`config.mk`:
```
export PLATFORM = sky130hd
export DESIGN_NAME = control_unit
export DESIGN_NICKNAME = d
export VERILOG_FILES = /design/src/rtl/control_unit.sv
export SDC_FILE = /design/constraint.sdc
export NUM_CORES = 1
export LEC_CHECK = 0
export CAP_MARGIN = 25
export CORE_AREA = 2 2 39 41
export DETAILED_ROUTE_END_ITERATION = 6
export DIE_AREA = 0 0 41 43
export PLACE_DENSITY = 0.49
export SYNTH_ARGS = -nofsm -noshare
export SYNTH_HDL_FRONTEND = slang
export SYNTH_SLANG_ARGS = --single-unit
```
`constraint.sdc`:
```
create_clock -name clk -period 2.6 [get_ports clk]
set_input_delay 0.52 -clock clk [delete_from_list [all_inputs] [get_ports clk]]
set_output_delay 0.52 -clock clk [all_outputs]
set_load 0.05 [all_outputs]
```
`src/rtl/control_unit.sv`:
```
// Main opcode decoder for the single-cycle MIPS datapath: opcode -> datapath control word.
// Latency: 1 cycle (registered decode). Backpressure: none, a new opcode is accepted every cycle.
// Unsupported or unknown opcodes decode to the all-zero NOP word.
module control_unit (
  input  logic       clk,
  input  logic       rst,
  input  logic [5:0] opcode,
  output logic       regdest,
  output logic       jump,
  output logic       branch,
  output logic       memread,
  output logic       memtoreg,
  output logic       memwrite,
  output logic       alusrc,
  output logic       regwrite,
  output logic [1:0] aluop
);

  typedef struct packed {
    logic       regdest;
    logic       jump;
    logic       branch;
    logic       memread;
    logic       memtoreg;
    logic       memwrite;
    logic       alusrc;
    logic       regwrite;
    logic [1:0] aluop;
  } ctrl_t;

  localparam logic [5:0] OP_RTYPE = 6'b000000;
  localparam logic [5:0] OP_LW    = 6'b100011;
  localparam logic [5:0] OP_SW    = 6'b101011;
  localparam logic [5:0] OP_BEQ   = 6'b000100;
  localparam logic [5:0] OP_J     = 6'b000010;

  ctrl_t dec;
  ctrl_t ctrl_q;

  // An opcode carrying X/Z matches no item and falls to the NOP default.
  always_comb begin
    dec = '0;
    case (opcode)
      OP_RTYPE: begin
        dec.regdest  = 1'b1;
        dec.regwrite = 1'b1;
        dec.aluop    = 2'b10;
      end
      OP_LW: begin
        dec.memread  = 1'b1;
        dec.memtoreg = 1'b1;
        dec.alusrc   = 1'b1;
        dec.regwrite = 1'b1;
      end
      OP_SW: begin
        dec.memwrite = 1'b1;
        dec.alusrc   = 1'b1;
      end
      OP_BEQ: begin
        dec.branch = 1'b1;
        dec.aluop  = 2'b01;
      end
      OP_J: begin
        dec.jump = 1'b1;
      end
      default: dec = '0;
    endcase
  end

  always_ff @(posedge clk) begin
    if (rst) begin
      ctrl_q <= '0;
    end else begin
      ctrl_q <= dec;
    end
  end

  assign regdest  = ctrl_q.regdest;
  assign jump     = ctrl_q.jump;
  assign branch   = ctrl_q.branch;
  assign memread  = ctrl_q.memread;
  assign memtoreg = ctrl_q.memtoreg;
  assign memwrite = ctrl_q.memwrite;
  assign alusrc   = ctrl_q.alusrc;
  assign regwrite = ctrl_q.regwrite;
  assign aluop    = ctrl_q.aluop;

endmodule

```
Word-level counts from Yosys, hierarchy flattened
Cells that the tools add are included.
Widths: inputs -> output; s select.
{"block": "totals", "register_bits": 10, "input_bits": 8, "output_inout_bits": 10, "elab_cells": 24}
{"block": "classes", "eq_ne": 4, "mux": 8, "n_reduce_logical": 3}
{"cell": "$eq 6x6->1 const B", "n": 2}
{"cell": "$eq 6x2->1 const B", "n": 1}
{"cell": "$eq 6x3->1 const B", "n": 1}
{"cell": "$logic_not 6->1", "n": 1}
{"cell": "$mux 1", "n": 6}
{"cell": "$pmux 2 s2", "n": 1}
{"cell": "$reduce_or 2->1", "n": 2}
{"cell": "$mux 2", "n": 1}

Logic depth before layout (Yosys ltp)
{"block": "logic_depth", "ltp_word": 3, "mapped_depth": 2, "depth_no_buf": 2}

Least setup slack after synthesis
Ideal clock, no wire load.
{"block": "synth_timing", "path_kind": "reg-to-output", "start": "register ctrl_q (netlist bit aluop[0])", "end": "output aluop[0]", "t_arrival_ns": 0.894, "required_ns": 2.080, "setup_slack_ns": 1.186, "path_stages_with_launch": 2, "n_path_buf": 1, "path_cell_list": "dfxtp_1 > buf_4"}
{"element": "from (decl)", "line": "38", "text": "ctrl_t ctrl_q;"}
{"element": "from (signal assigned)", "line": "72", "text": "ctrl_q <= '0;"}
{"element": "from (signal assigned)", "line": "74", "text": "ctrl_q <= dec;"}
{"element": "to (decl)", "line": "16", "text": "output logic [1:0] aluop"}
No word-level cell between the ends.

==> impl_metrics.csv <==
group,metric,value,unit
run_status,outcome,"complete, no violations",
cts,htree_levels,1,
synth,syn_avg_cell_area,10.9,µm²
sta,worst_pin_slew,0.503,ns
finish,design_area,459,µm²
sta,max_freq,531,MHz
detailed_routing,wl_per_cell,9.72,µm
setup_path,critPathBufInv,1,
finish,antennaDiodeCount,0,
global_route,track_usage,8.26,%
synth,syn_area,262,µm²
detailed_routing,drtAntennaViolNets,0,
sta,slew_headroom,66.4,%
setup_path,critPathSlowestCell,"clkdlybuf4s50_1",
cts,cts_max_path_buffers,2,
power_and_ir_drop,leakage,0.160,nW
synth,yosys.area_share.simple,29.7,%
finish,final_nets,52,
setup_path,cp_max_fo,2,
synth,synthXorXnorAreaFrac,0,%
sta,maxSlewViolCount,0,
synth,ys_types,13,
global_route,grt_pass1_wl,938,µm
cts,cts_root_buffer,"clkbuf_4",
synth,synthMuxAreaShare,0,%
die,row_count,14,
synth,ys_top_cells_by_count,"dfxtp_1 (8), nor2_1 (4), buf_4 (2)",
sta,period_needed,1.88,ns
detailed_routing,routed_wl,564,µm
setup_path,cp_slowest_stage_delay,0.80,ns
die,io-pin-count,18,
synth,synth-edff-count,0,
place,dp.final_hpwl,482,µm
synth,synth_top_family_by_area,"simple AND/OR/NAND/NOR gates",
sta,finalHoldViolations,0,
worst_hold_path,holdCritPathClass,"primary input to register",
global_route,grt_max_degree,6,
global_route,grt-ovfl-total,0,
synth,synth_seq_cells,8,
cts,cts_made_buffers,3,
synth,synthCells,24,
cts,ctsResizeCount,0,
power_and_ir_drop,power_density,515,nW/µm²
sta,setup_tns,0,ns
global_route,grt_pass1_vias,239,
synth,synth.most_common_cell,"dfxtp_1",
synth,ys_warn_count,0,
finish,area_growth,75.6,%
die,core,1380,µm²
setup_path,end_kind,"output port",
cts,post-cts-setup-buffers,0,
place,post_dp_cell_area,437,µm²
detailed_routing,post_drt_via_cell_ratio,4.10,
die,die_width,41,µm
synth,ys_async_sr_fraction,0,%
setup_path,cpLargestDelayFamily,"buffers and inverters",
power_and_ir_drop,ir_drop,126,µV
place,portBuffers,17,
synth,synthAdderAreaFrac,0,%
setup_path,crit_arrival,1.36,ns
global_route,grt_antenna_before_repair,0,
sta,report.final.setup_viol,0,
job,max_cap_viol_count,0,
cts,cts_sinks,8,
cts,cts.clk_slew.worst_paths,0.05,ns
detailed_routing,dr_total_vias,238,
sta,min_period_over_period,72.4,%
sta,rsz0062_at_grt,"false",
detailed_routing,drc,0,
setup_path,worstPathCellList,"clkdlybuf4s50_1",
synth,ys_top_cells_by_area,"dfxtp_1 (61%), buf_4 (5.7%), nor2_1 (5.7%)",
synth,synth_ff_type,"dfxtp_1",
synth,synth_fp_nets,32,
finish,drive_gt1_share,14.3,%
setup_path,crit_type,"register to output port",
place,gp_congestion,0.702,
synth,synth_area_leader_cell,"dfxtp_1",
synth,ys_seq_area_share,61.2,%
die,die_area,1760,µm²
cts,cts_tree,"yes",
synth,synth_top_area_share,61.2,%
die,start_util,18.9,%
die,die_h,43,µm
setup_path,required,2.08,ns
detailed_routing,dr.pass1.iters,2,
detailed_routing,initialDrtViolationCount,1,
setup_path,critPathLaunchType,"register",
cts,hold_buffers,0,
synth,synth_compound_area_share,1.91,%
[path summary, 6_finish.rpt]
| path | start | end | slack [ns] | cells after the start |
|---|---|---|---|---|
| worst max-delay path | aluop[0] | branch | 0.72 | 1 |
| worst min-delay path | opcode[3] | memwrite | 0.87 | 3 |
[placed cells by master, fill, tap and decap left out, drive strengths merged]
cell type and n:
inv 1, clkdlybuf4s50 17, nor4b 1, nor2 4, nor3 1, nand2b 1, dfxtp 8, or3 2
nand3 1, clkbuf 3, or4 1, a21oi 1, nor4 1
[through the flow]
step	utilization (%)	hold slack (ns)	power (mW)	setup WS, ns	std cells
final	33.2	0.873	0.237	0.718	58
after global routing	33.2	0.872	0.248	0.652	58
after CTS	33.2	0.863	0.240	0.706	58
after detailed placement	31.6	1.13	0.151	0.716	55
after global placement	31.6	1.11	0.150	0.735	55
after floorplan	-	0.591	0.135	1.19	24
[kinds of logic after synthesis]
family                 count (synthesis)
AO/OA/AOI/OAI                          1
flip-flops                             8
AND/OR/NAND/NOR                       12
buffers and inverters                  3
[report_power, final]
part | total [mW] | switching [mW] | internal [mW]
sequential | 0.124 | 0.000235 | 0.124
clock | 0.0879 | 0.0355 | 0.0524
combinational | 0.0247 | 0.0111 | 0.0136
total | 0.237 | 0.0469 | 0.190
[routing by layer]
layer  routed length (µm)  GRT usage, %
met5                    0             0
met4                    8          8.00
met3                   24          1.57
met2                  352          15.0
met1                  177          6.17
[sequential cells by signal, indices dropped and copies added, names as in the netlist]
| name | cells |
|---|---|
| regwrite | 1 |
| aluop | 2 |
| regdest | 1 |
| memread | 1 |
| jump | 1 |
| memwrite | 1 |
| alusrc | 1 |
[cell type report]
| cell class | instances | area, µm² |
|---|---|---|
| Clock buffer | 3 | 22.5 |
| Fill cell | 144 | 925 |
| Inverter | 1 | 3.75 |
| Multi-Input combinational cell | 13 | 82.6 |
| Sequential cell | 8 | 160 |
| Tap cell | 16 | 20.0 |
| Timing Repair Buffer | 17 | 170 |
No activity file was read; power rests on OpenSTA's default activity.
